$ cat src/rtl/if_id_pkg.sv
// if_id_pkg: shared types and constants for the IF->ID pipeline boundary.
package if_id_pkg;
    localparam int IFID_XLEN = 64;
    localparam int IFID_ILEN = 32;
    localparam int IFID_EXC_W = 2;
    localparam logic [31:0] RV_NOP = 32'h00000013;
    localparam int EXC_MISALIGN = 0;
    localparam int EXC_ACCESS = 1;
    typedef struct packed {
        logic [IFID_ILEN-1:0]  inst;
        logic [IFID_XLEN-1:0]  pc;
        logic [IFID_XLEN-1:0]  pcadd4;
        logic [IFID_EXC_W-1:0] exc;
    } ifid_payload_t;
    // Encoded as {skid_v, main_v}.
    typedef enum logic [1:0] {EMPTY = 2'b00, ONE = 2'b01, FULL = 2'b11} skid_state_t;
endpackage

$ cat src/rtl/if_id_skid_if.sv
// if_id_skid_if: fetch-side and decode-side handshake bundle of the IF->ID stage.
interface if_id_skid_if #(
    parameter int XLEN = 64,
    parameter int ILEN = 32,
    parameter int EXC_W = 2,
    parameter int CNT_W = 16
);
    logic             flush;
    logic             in_valid;
    logic             in_ready;
    logic [ILEN-1:0]  in_inst;
    logic [XLEN-1:0]  in_pc;
    logic [XLEN-1:0]  in_pcadd4;
    logic [EXC_W-1:0] in_exc;
    logic             out_valid;
    logic             out_ready;
    logic [ILEN-1:0]  out_inst;
    logic [XLEN-1:0]  out_pc;
    logic [XLEN-1:0]  out_pcadd4;
    logic [EXC_W-1:0] out_exc;
    logic [CNT_W-1:0] stall_cnt;
    modport slave (
        input  flush, in_valid, in_inst, in_pc, in_pcadd4, in_exc, out_ready,
        output in_ready, out_valid, out_inst, out_pc, out_pcadd4, out_exc, stall_cnt
    );
    modport master (
        output flush, in_valid, in_inst, in_pc, in_pcadd4, in_exc, out_ready,
        input  in_ready, out_valid, out_inst, out_pc, out_pcadd4, out_exc, stall_cnt
    );
endinterface

$ cat src/rtl/skid_buffer.sv
// skid_buffer: 2-entry valid/ready buffer with registered in_ready and flush.
module skid_buffer
    import if_id_pkg::*;
#(
    parameter int W = $bits(ifid_payload_t)
) (
    input  logic         clk,
    input  logic         rst,
    input  logic         flush,
    input  logic         in_valid,
    output logic         in_ready,
    input  logic [W-1:0] in_data,
    output logic         out_valid,
    input  logic         out_ready,
    output logic [W-1:0] out_data
);
    skid_state_t  state_q, state_d;
    logic         in_ready_q, in_ready_d;
    logic [W-1:0] main_q, main_d, skid_q, skid_d;
    logic         in_fire, out_fire;

    always_ff @(posedge clk or posedge rst) begin
        if (rst) begin
            state_q    <= EMPTY;
            in_ready_q <= 1'b1;
            main_q     <= '0;
            skid_q     <= '0;
        end else begin
            state_q    <= state_d;
            in_ready_q <= in_ready_d;
            main_q     <= main_d;
            skid_q     <= skid_d;
        end
    end

    always_comb begin
        in_fire  = in_valid & in_ready_q;
        out_fire = state_q[0] & out_ready;
        state_d  = flush ? EMPTY :
                   state_q == EMPTY ? (in_fire ? ONE : EMPTY) :
                   state_q == ONE   ? ((in_fire && !out_fire) ? FULL : (!in_fire && out_fire) ? EMPTY : ONE) :
                   (out_fire ? ONE : FULL);
        in_ready_d = !state_d[1];
        // Main refills from skid when draining FULL, otherwise from the fetch port.
        main_d = (!flush && (state_q == FULL ? out_fire : in_fire && (state_q == EMPTY || out_fire))) ?
                 (state_q == FULL ? skid_q : in_data) : main_q;
        skid_d = (!flush && state_q == ONE && in_fire && !out_fire) ? in_data : skid_q;
    end

    always_comb begin
        in_ready  = in_ready_q;
        out_valid = state_q[0];
        out_data  = main_q;
    end
endmodule

$ cat src/rtl/if_id_skid.sv
// if_id_skid: IF->ID boundary; skid-buffered payload, NOP/zero output masking and stall counter.
module if_id_skid
    import if_id_pkg::*;
#(
    parameter int              XLEN     = IFID_XLEN,
    parameter int              ILEN     = IFID_ILEN,
    parameter int              EXC_W    = IFID_EXC_W,
    parameter logic [ILEN-1:0] NOP_INST = RV_NOP,
    parameter int              CNT_W    = 16
) (
    input logic         clk,
    input logic         rst,
    if_id_skid_if.slave bus
);
    localparam int W = ILEN + 2 * XLEN + EXC_W;

    logic [W-1:0]     in_data, out_data;
    logic             out_valid;
    logic [CNT_W-1:0] stall_cnt_q, stall_cnt_d;

    assign in_data = {bus.in_inst, bus.in_pc, bus.in_pcadd4, bus.in_exc};

    skid_buffer #(.W(W)) u_skid (
        .clk       (clk),
        .rst       (rst),
        .flush     (bus.flush),
        .in_valid  (bus.in_valid),
        .in_ready  (bus.in_ready),
        .in_data   (in_data),
        .out_valid (out_valid),
        .out_ready (bus.out_ready),
        .out_data  (out_data)
    );

    always_ff @(posedge clk or posedge rst) begin
        if (rst) stall_cnt_q <= '0;
        else     stall_cnt_q <= stall_cnt_d;
    end

    always_comb begin
        stall_cnt_d    = (out_valid && !bus.out_ready && !bus.flush && stall_cnt_q != '1) ?
                         stall_cnt_q + 1'b1 : stall_cnt_q;
        bus.out_valid  = out_valid;
        bus.out_inst   = out_valid ? out_data[W-1 -: ILEN] : NOP_INST;
        bus.out_pc     = out_valid ? out_data[2*XLEN+EXC_W-1 -: XLEN] : '0;
        bus.out_pcadd4 = out_valid ? out_data[XLEN+EXC_W-1 -: XLEN] : '0;
        bus.out_exc    = out_valid ? out_data[EXC_W-1:0] : '0;
        bus.stall_cnt  = stall_cnt_q;
    end
endmodule

$ cat src/flat_wrapper.sv
// flat-port wrapper written by rule: the top's interface ports become plain ports
module if_id_skid_flat import if_id_pkg::*;
#(
    parameter int              XLEN     = IFID_XLEN,
    parameter int              ILEN     = IFID_ILEN,
    parameter int              EXC_W    = IFID_EXC_W,
    parameter logic [ILEN-1:0] NOP_INST = RV_NOP,
    parameter int              CNT_W    = 16
)
  (clk, rst, bus_flush, bus_in_valid, bus_in_inst, bus_in_pc, bus_in_pcadd4, bus_in_exc, bus_out_ready, bus_in_ready, bus_out_valid, bus_out_inst, bus_out_pc, bus_out_pcadd4, bus_out_exc, bus_stall_cnt);
  if_id_skid_if #(.XLEN(XLEN), .ILEN(ILEN), .EXC_W(EXC_W), .CNT_W(CNT_W)) bus_i ();
  input logic clk;
  input logic rst;
  input wire logic [$bits(bus_i.flush)-1:0] bus_flush;
  input wire logic [$bits(bus_i.in_valid)-1:0] bus_in_valid;
  input wire logic [$bits(bus_i.in_inst)-1:0] bus_in_inst;
  input wire logic [$bits(bus_i.in_pc)-1:0] bus_in_pc;
  input wire logic [$bits(bus_i.in_pcadd4)-1:0] bus_in_pcadd4;
  input wire logic [$bits(bus_i.in_exc)-1:0] bus_in_exc;
  input wire logic [$bits(bus_i.out_ready)-1:0] bus_out_ready;
  output wire logic [$bits(bus_i.in_ready)-1:0] bus_in_ready;
  output wire logic [$bits(bus_i.out_valid)-1:0] bus_out_valid;
  output wire logic [$bits(bus_i.out_inst)-1:0] bus_out_inst;
  output wire logic [$bits(bus_i.out_pc)-1:0] bus_out_pc;
  output wire logic [$bits(bus_i.out_pcadd4)-1:0] bus_out_pcadd4;
  output wire logic [$bits(bus_i.out_exc)-1:0] bus_out_exc;
  output wire logic [$bits(bus_i.stall_cnt)-1:0] bus_stall_cnt;
  assign bus_i.flush = bus_flush;
  assign bus_i.in_valid = bus_in_valid;
  assign bus_i.in_inst = bus_in_inst;
  assign bus_i.in_pc = bus_in_pc;
  assign bus_i.in_pcadd4 = bus_in_pcadd4;
  assign bus_i.in_exc = bus_in_exc;
  assign bus_i.out_ready = bus_out_ready;
  assign bus_in_ready = bus_i.in_ready;
  assign bus_out_valid = bus_i.out_valid;
  assign bus_out_inst = bus_i.out_inst;
  assign bus_out_pc = bus_i.out_pc;
  assign bus_out_pcadd4 = bus_i.out_pcadd4;
  assign bus_out_exc = bus_i.out_exc;
  assign bus_stall_cnt = bus_i.stall_cnt;
  if_id_skid #(.XLEN(XLEN), .ILEN(ILEN), .EXC_W(EXC_W), .NOP_INST(NOP_INST), .CNT_W(CNT_W)) u_core (.clk(clk), .rst(rst), .bus(bus_i));
endmodule
$ cat config.mk
export PLATFORM = sky130hd
export DESIGN_NAME = if_id_skid_flat
export DESIGN_NICKNAME = d
export VERILOG_FILES = /design/src/rtl/if_id_pkg.sv /design/src/rtl/if_id_skid_if.sv /design/src/rtl/skid_buffer.sv /design/src/rtl/if_id_skid.sv /design/src/flat_wrapper.sv
export SDC_FILE = /design/constraint.sdc
export NUM_CORES = 1
export LEC_CHECK = 0
export BUFFER_PORTS_ARGS = -buffer_cell sky130_fd_sc_hd__buf_4
export CAP_MARGIN = 20
export CORE_UTILIZATION = 59
export DETAILED_ROUTE_END_ITERATION = 8
export PLACE_DENSITY = 0.84
export REMOVE_ABC_BUFFERS = 1
export SLEW_MARGIN = 0
export SYNTH_ARGS = -nofsm -noshare
export SYNTH_HDL_FRONTEND = slang
export SYNTH_SLANG_ARGS = --single-unit
$ cat constraint.sdc
create_clock -name clk -period 18.5 [get_ports clk]
set_clock_uncertainty 0.1 [all_clocks]
set_input_delay 0.925 -clock clk [delete_from_list [all_inputs] [get_ports clk]]
set_output_delay 0.925 -clock clk [all_outputs]
set_load 0.1 [all_outputs]
# == After elaboration in Yosys (flattened, before gate mapping) ==
# Cells that the tools add are included.
# totals
register_bits,343
in_bits,167
out_inout_bits,180
word_cells,41
# classes
addsub,1
eq_ne,3
n_mux,13
bitwise,2
n_reduce_logical,17
# ops
operator,n
2-to-1 mux 162 bit,1
2-to-1 mux 64 bit,2
2-to-1 mux 32 bit,1
adder 16 x 1 -> 16 bit (second input constant),1
inequality test 16 bit (second input constant),1
2-to-1 mux 2 bit,6
logical AND 1 bit,10
zero test 1 bit,5
2-to-1 mux 1 bit,3
AND 1 bit,2
== test 2 x 1 -> 1 bit (second input constant),1
== test 2 bit (second input constant),1
zero test 2 bit,1
logical OR 1 bit,1

# == Logic depth before layout (Yosys ltp) ==
# Gate-level depths: netlist of the first run.
# depth
word_depth,9
mapped_depth,7
ltp_nobuf,4

# == Modules after synthesis ==
# From an unflattened synthesis of the first run, not the netlist that was laid out.
# hier_totals
hier_cells,1134
hier_area_um2,15857.7
# by_module_without_submodules
mod,n_inst,cells_each,area_each_um2,seq_area_each_um2
skid_buffer,1,877,13975.9,8184.1
if_id_skid,1,257,1881.8,400.4

# == Worst setup path before layout of the first run ==
# Ideal clock, no wire load.
# synth_timing
kind,register to output
start,reg u_core.u_skid.state_q[0]
end,out bus_out_pc[25]
arrival_ns,2.487
t_required_ns,17.475
setup_slack_ns,14.988
stages_incl_launch_ff,5
n_path_buf,3
cell_sequence,dfrtp_1 buf_2 buf_1 clkbuf_1 and2_1
# synth_via
elab_chain_len,1
# synth_rtl
item,line_no,text
from (decl),skid_buffer.sv:17,"skid_state_t state_q, state_d;"
from (signal assigned),skid_buffer.sv:29,state_q <= state_d;
2-to-1 mux 64 bit,if_id_skid.sv:45,bus.out_pc = out_valid ? out_data[2*XLEN+EXC_W-1 -: XLEN] : '0;
to (decl),flat_wrapper.sv:24,output wire logic [$bits(bus_i.out_pc)-1:0] bus_out_pc;
# No other way between the ends.

# == Worst setup path in the final report of the first run ==
# layout_timing
start,reg u_core.u_skid.state_q[0]
end,reg u_core.u_skid.skid_q[13]
# layout_via
elab_chain_len,4
word_cells_on_any_way,6
classes_between,eq/ne (1); bitwise (1); reduce/logical (4)
# layout_rtl
item,line_no,text
== test 2 x 1 -> 1 bit,skid_buffer.sv:47,skid_d = (!flush && state_q == ONE && in_fire && !out_fire) ? in_data : skid_q;
logical AND 1 bit (2 in a row),skid_buffer.sv:47,
logical AND 1 bit *,skid_buffer.sv:47,
to (signal assigned),skid_buffer.sv:32,skid_q <= skid_d;
to (decl),skid_buffer.sv:19,"logic [W-1:0] main_q, main_d, skid_q, skid_d;"
# Mark *: on every way between the ends. The rest lies on a longest branch, timed or not.
# A chain may end at the register's enable or synchronous reset.

==> impl_metrics.toml, run 1 <==
[critical_path]
cp_bufs_invs = 2
worst_ep_required_ns = 18.78
worst_path_max_delay_cell = "sky130_fd_sc_hd__dfrtp_4"
timing.critical_path.max_delay_family = "buffers and inverters"
worst_setup_path_end_kind = "flop"
r2r_slack_ns = 14.02
timing.critical_path.from_type = "flop"
crit_path_max_incr_delay_ns = 1.00
critical_path.most_common_cell = "sky130_fd_sc_hd__buf_4"
cp_max_fo = 97
regToRegStartpoint = "u_core.u_skid.state_q[0]"
setup.worst_path.start = "u_core.u_skid.state_q[0]"
criticalPathCategory = "reg -> reg"
rr_worst_depth = 5
crit_path_cell_trace = "nor3b_4 -> and4b_4 -> buf_4 -> buf_4 -> mux2_2"
timing.rr.end = "u_core.u_skid.skid_q[13]"
cp.arrival_ns = 4.76

[cells_and_area]
syn2layout_area_growth_pct = 25.64
total_nets_final = 1789
final-instance-count-excl-fill = 1980
area_occupied_by_multi_input_gates_um2 = 6362
fill_cells = 1681
post_route_cells_drive_above_1_share = 0.3511
area_used_by_sequential_logic_in_the_layout_um2 = 8588
final_core_utilization = 0.7608

[logic_synthesis]
synth_common_cells = "sky130_fd_sc_hd__dfrtp_1, sky130_fd_sc_hd__a21oi_1, sky130_fd_sc_hd__nor2_1"
netlist_area_um2 = 15380
synthesis.instances = 1315
syn_avg_cell_area_um2 = 11.70
synth_cell_type_count = 37
total_number_of_yosys_warnings = 0
seq_area_frac_synth = 0.5581
synth.area.top_cells = "sky130_fd_sc_hd__dfrtp_1, sky130_fd_sc_hd__mux2_2, sky130_fd_sc_hd__mux2i_1"
postSynthRegisterBits = 343
synth_largest_area_cell = "sky130_fd_sc_hd__dfrtp_1"
post-synth-top-area-fraction = 0.5564
post-synth-top-count-cell = "sky130_fd_sc_hd__dfrtp_1"
synth_edf_count = 0
yosys_most_used_dff = "sky130_fd_sc_hd__dfrtp_1"
async_flop_share = 1.000

[die]
fp.dieH_um = 163.5
floorplan.initialDensity = 0.6056
fp.coreArea_um2 = 25400
design.portCount = 347
rows = 58
die_w_um = 163.5
die_ar_um2 = 26720

[sta]
slew_viol_final = 0
max-slew-margin-rel = 0.05423
worstMarginPinSlew_ns = 1.419
report.final.hold_viol_count = 0
period_minus_slack_ns = 4.484
finalCritPeriodShare = 0.2424
fin_ws_ns = 14.02
setup_viol_count_final = 0
fin_tns_setup_ns = 0
achievable-frequency_mhz = 223.0
setup_repair_after_global_routing_missed_its_margin = "false"

[clock_network]
postCtsSetupBuffers = 0
htree_num_levels = 2
cts-root-buf = "sky130_fd_sc_hd__clkbuf_16"
number_of_buffers_created_by_cts = 37
tritoncts_clock_tree = "done"
clk_pin_slew_ns = 0.06
worst_skew_pair_later_pin_latency_ns = 0.51
cts_hold_buffers = 0
cts.repair.resized = 0
cts.sinks = 343
clock_tree.buffer_depth = 3

[global_route]
first_global_vias = 11180
track_usage = 0.2704
top_usage_layer = "met2"
met2_usage = 0.4434
grtUsageMet1 = 0.3388
groute.layer.met3.usage = 0.07694
first_pass_grt_wire_length_mm = 57.18
grt_overflow = 0
antenna_found_initial = 1
grt_start_max_net_pins = 253

[placed_design]
routabilityCongestion = 0.8809
detailedPlacementHpwl_mm = 22.88
dp_cells = 1911
port_buffers = 346
pre_cts_slack_ns = 14.05

[power]
cellLeakagePower_nw = 9.860
irDropWorstVdd_v = 0.0001457
power_density_nw_per_um2 = 133.2

[flow_run]
cap_viol_max_count = 0

[hold_path]
hold_class = "in -> async"

[drt]
drt_first_iter_violations = 831
vias_per_cell = 5.563
drt_drc_violations_left = 0
antenna_violating_nets_post_route = 0
vias = 11010
route.final.wire_length_mm = 36.20
drt-pass1-iter-count = 5
route.detailed.wl_per_inst_um = 18.28

[run_status]
status = "finished clean"
-- area by class of cell --
type	instances	share of cell area
clock buffers	60	0.05924
clock inverters	7	0.003302
diodes	1	0.0001295
multi-input cells	875	0.3292
inverters	6	0.001554
repair buffers	358	0.1408
well taps	330	0.02137
flip-flops and latches	343	0.4444
-- cell usage in the layout, fill, tap and decap left out, types with 3 or more instances in the layout --
cell,instances
sky130_fd_sc_hd__a21oi_1,169
sky130_fd_sc_hd__and2_1,160
sky130_fd_sc_hd__and4_1,5
sky130_fd_sc_hd__buf_4,356
sky130_fd_sc_hd__clkbuf_1,12
sky130_fd_sc_hd__clkbuf_16,39
sky130_fd_sc_hd__clkbuf_8,9
sky130_fd_sc_hd__clkinv_2,5
sky130_fd_sc_hd__dfrtp_1,341
sky130_fd_sc_hd__inv_1,4
sky130_fd_sc_hd__mux2_1,7
sky130_fd_sc_hd__mux2_2,158
sky130_fd_sc_hd__mux2i_1,162
sky130_fd_sc_hd__nand2_1,5
sky130_fd_sc_hd__nand2b_1,3
sky130_fd_sc_hd__nand3_1,3
sky130_fd_sc_hd__nand4_1,8
sky130_fd_sc_hd__nor2_1,166
sky130_fd_sc_hd__nor3_1,3
sky130_fd_sc_hd__xnor2_1,4
sky130_fd_sc_hd__xor2_1,6
-- flip-flops by register name, summed over array words and instances, names as in the netlist --
| name | cells |
|---|---|
| u_core.bus.stall_cnt | 16 |
| u_core.u_skid.out_data | 162 |
| u_core.u_skid.state_q | 2 |
| u_core.u_skid.in_ready | 1 |
| u_core.u_skid.skid_q | 162 |
-- layer usage --
layer  vias to the layer above  part of all wire
li1                       5125                 -
met1                      5437              0.40
met2                       377              0.48
met3                        75             0.079
met4                         0             0.035
met5                         -                 0
-- worst max path at each step --
stage                                 to  slack [ns]  cells after the start
3_3_place_gp   u_core.u_skid.skid_q[146]       14.05                      5
2_1_floorplan  u_core.u_skid.out_data[0]        7.36                      3
5_1_grt        u_core.u_skid.skid_q[126]       13.81                      5
6_report        u_core.u_skid.skid_q[13]       14.02                      5
3_5_place_dp    u_core.u_skid.skid_q[13]       14.05                      5
4_1_cts         u_core.u_skid.skid_q[13]       14.03                      5
-- cell families after synthesis --
group | synth area share
buffers and inverters | 0.02896
XOR/XNOR | 0.005694
multiplexers | 0.2262
AND/OR/NAND/NOR | 0.1200
flip-flops | 0.5581
AO/OA/AOI/OAI | 0.06020
adder cells (fa/ha/maj) | 0.0008133
-- stage by stage --
step / area (um^2) / power [W] / hold WS, ns
floorplan: 14960 / 0.001684 / 0.3578
global placement: 18090 / 0.001824 / 0.3676
detailed placement: 18090 / 0.001858 / 0.3743
CTS: 19290 / 0.002591 / 0.3908
global route: 19320 / 0.002687 / 0.3584
finish: 19320 / 0.002574 / 0.3442
-- worst register-to-register path: cells and delay by family, from the launching register on --
kind / cells / cell delay, ns
and+or+nand+nor: 2 / 1.00
DFF: 1 / 1.00
buffers and inverters: 2 / 1.78
muxes: 1 / 0.49
-- report_power, final --
group          switching [W]  leakage (nW)  total (W)  internal [W]
clock network       0.000287         0.598   0.000724      0.000437
logic               0.000538          5.26   0.000789      0.000251
registers           0.000110          4.00    0.00106      0.000952
total               0.000934          9.86    0.00257       0.00164
Power figures use the tool's default switching activity.
==> inputs of run 2 (changes only) <==
ABC_AREA = 1   (was not set)
CORE_UTILIZATION = 50   (was 59)
PLACE_DENSITY = 0.75   (was 0.84)
clock period = 3.67 ns   (was 18.5 ns; I/O delays follow)
==> run 2 against run 1 <==
Against the previous run:
- worst hold slack got worse by 0.098 ns
- clock power increased to 5.5 times the previous value
- flip-flop and latch count unchanged
- global-route usage decreased by 0.21 points
- sequential power increased to 5.1 times the previous value
- clock-buffer cell count decreased by 6
- combinational power increased to 6.0 times the previous value
- final cell count increased by 49%
- largest power group unchanged
- synthesized area increased by 3.2%
- sequential share of layout area decreased by 4.9 points
- utilization decreased by 5.7 points
- critical path depth decreased by 1
==> impl_metrics.toml, run 2 <==
[logic_synthesis]
synth.area.top_cells = "sky130_fd_sc_hd__dfrtp_1, sky130_fd_sc_hd__nand2_1, sky130_fd_sc_hd__a21oi_1"
netlist_area_um2 = 15880
async_flop_share = 1.000
yosys_most_used_dff = "sky130_fd_sc_hd__dfrtp_1"
post-synth-top-count-cell = "sky130_fd_sc_hd__nand2_1"
total_number_of_yosys_warnings = 0
syn_avg_cell_area_um2 = 7.645
synth_cell_type_count = 23
synthesis.instances = 2077
synth_common_cells = "sky130_fd_sc_hd__nand2_1, sky130_fd_sc_hd__inv_1, sky130_fd_sc_hd__dfrtp_1"
seq_area_frac_synth = 0.5406
synth_edf_count = 0
postSynthRegisterBits = 343
synth_largest_area_cell = "sky130_fd_sc_hd__dfrtp_1"
post-synth-top-area-fraction = 0.5390

[power]
irDropWorstVdd_v = 0.0004972
cellLeakagePower_nw = 12.07
total_power_w = 0.01410
power_density_nw_per_um2 = 648.3

[clock_network]
htree_num_levels = 2
cts.sinks = 343
number_of_buffers_created_by_cts = 37
clock_tree.buffer_depth = 3
cts-root-buf = "sky130_fd_sc_hd__clkbuf_16"
postCtsSetupBuffers = 0
worst_skew_pair_later_pin_latency_ns = 0.52
tritoncts_clock_tree = "done"
clk_pin_slew_ns = 0.06

[drt]
route.detailed.wl_per_inst_um = 14.61
drt_first_iter_violations = 1227
drt-pass1-iter-count = 5
vias_per_cell = 5.097
vias = 15070
antenna_violating_nets_post_route = 0
drt_drc_violations_left = 0
route.final.wire_length_mm = 43.19

[placed_design]
port_buffers = 346
detailedPlacementHpwl_mm = 25.77
routabilityCongestion = 0.8528
dp_cells = 2718

[die]
die_w_um = 180.2
floorplan.initialDensity = 0.5137
die_ar_um2 = 32470
design.portCount = 347
rows = 64
fp.dieH_um = 180.2
fp.coreArea_um2 = 30910

[global_route]
grt_start_max_net_pins = 165
first_global_vias = 15030
grt_overflow = 0
antenna_found_initial = 5
track_usage = 0.2684
first_pass_grt_wire_length_mm = 72.19

[sta]
achievable-frequency_mhz = 369.2
worstMarginPinSlew_ns = 0.9955
report.final.hold_viol_count = 0
setup_viol_count_final = 0
period_minus_slack_ns = 2.708
setup_repair_after_global_routing_missed_its_margin = "false"
finalCritPeriodShare = 0.7380
max-slew-margin-rel = 0.3363
hold_slack_ns = 0.2462
slew_viol_final = 0

[cells_and_area]
most-common-layout-cells = "sky130_fd_sc_hd__nand2_1, sky130_fd_sc_hd__buf_4, sky130_fd_sc_hd__inv_1"
syn2layout_area_growth_pct = 36.94
layout_commonest_cell = "sky130_fd_sc_hd__nand2_1"
final-instance-count-excl-fill = 2956
total_nets_final = 2695
post_route_cells_drive_above_1_share = 0.1726

[critical_path]
worst_ep_required_ns = 3.39
worst_setup_path_end_kind = "primary output"
cp_max_fo = 79
cp.arrival_ns = 2.42
criticalPathCategory = "reg -> out"
timing.critical_path.from_type = "flop"

[hold_path]
hold_class = "in -> async"

[run_status]
status = "finished clean"

[flow_run]
cap_viol_max_count = 0
[run 2: cell count changes in the layout (fill, tap and decap cells not counted), moves of 114 or more]
cell,previous run,this run
sky130_fd_sc_hd__dlygate4sd3_1,0,166
sky130_fd_sc_hd__mux2_2,158,0
sky130_fd_sc_hd__inv_1,4,344
sky130_fd_sc_hd__mux2i_1,162,0
sky130_fd_sc_hd__nand2_1,5,457
sky130_fd_sc_hd__and2_1,160,2
sky130_fd_sc_hd__o21ai_0,1,197
sky130_fd_sc_hd__nor2_1,166,280
[run 2: cells by family (layout without fill, tap and decap cells)]
kind of cell	after synthesis	count (layout)	synth area share
buffers and inverters	471	949	0.1160
AOI/OAI and AO/OA	498	498	0.1570
and+or+nand+nor	762	762	0.1845
xor gates and xnor gates	2	2	0.001103
DFF	343	343	0.5406
other	0	5	0
adders and majority gates	1	1	0.0007878
[run 2: layer usage]
layer | vias up | routed length (um) | global-route usage
met5 | - | 0 | 0
met2 | 606 | 20700 | 0.4442
met3 | 127 | 2736 | 0.04386
met1 | 7060 | 17910 | 0.3459
li1 | 7275 | - | -
met4 | 0 | 1841 | 0.1265
[run 2: what timing repair did]
item                       CTS  global route
hold buffers               166             0
gates resized for setup      0             0
setup endpoints to repair    0             0
hold endpoints to repair   411             0
[run 2: path summary, 6_finish.rpt]
path / startpoint / to / slack, ns / depth (start not counted)
worst min register to register: u_core.u_skid.skid_q[90] / u_core.u_skid.skid_q[90] / 0.38 / 2
worst min-delay path: rst / u_core.u_skid.skid_q[100] / 0.25 / 3
max in group asynchronous: rst / u_core.u_skid.skid_q[156] / 2.35 / 4
worst max-delay path: u_core.u_skid.state_q[0] / bus_out_pcadd4[30] / 0.96 / 4
worst max register to register: u_core.u_skid.in_ready / u_core.u_skid.out_data[102] / 1.01 / 8
min in group clk: bus_in_valid / u_core.u_skid.skid_q[40] / 0.25 / 3
[run 2: power by group]
part,switching (W),internal (W),leakage (nW)
Clock,0.00154,0.00245,0.642
Sequential,0.000553,0.00481,3.97
Combinational,0.00350,0.00125,7.46
Total,0.00560,0.00850,12.1
[run 2: worst max-delay path, cell delays in order (launching register included)]
cell and delay, ns:
sky130_fd_sc_hd__dfrtp_4 0.45, sky130_fd_sc_hd__buf_4 0.73, sky130_fd_sc_hd__nand2_1 0.22, sky130_fd_sc_hd__inv_1 0.12
sky130_fd_sc_hd__buf_4 0.29
[run 2: layout make-up]
cell class,count,area (um^2)
clock inverter,13,178.9
tap,396,495.5
multi-input combinational,1263,5460
antenna,5,12.51
inverter,347,1310
timing repair buffer,535,4557
sequential,343,8588
clock buffer,54,1142
fill,2280,9165
[run 2: through the flow]
stage | setup slack (ns) | utilization | setup TNS [ns] | cell area [um^2]
floorplan | -7.364 | - | -3938.75 | 15340
global placement | 1.508 | 0.6066 | 0 | 18750
detailed placement | 1.424 | 0.6066 | 0 | 18750
CTS | 0.9496 | 0.7031 | 0 | 21730
global route | 0.8500 | 0.7035 | 0 | 21740
finish | 0.9616 | 0.7035 | 0 | 21740
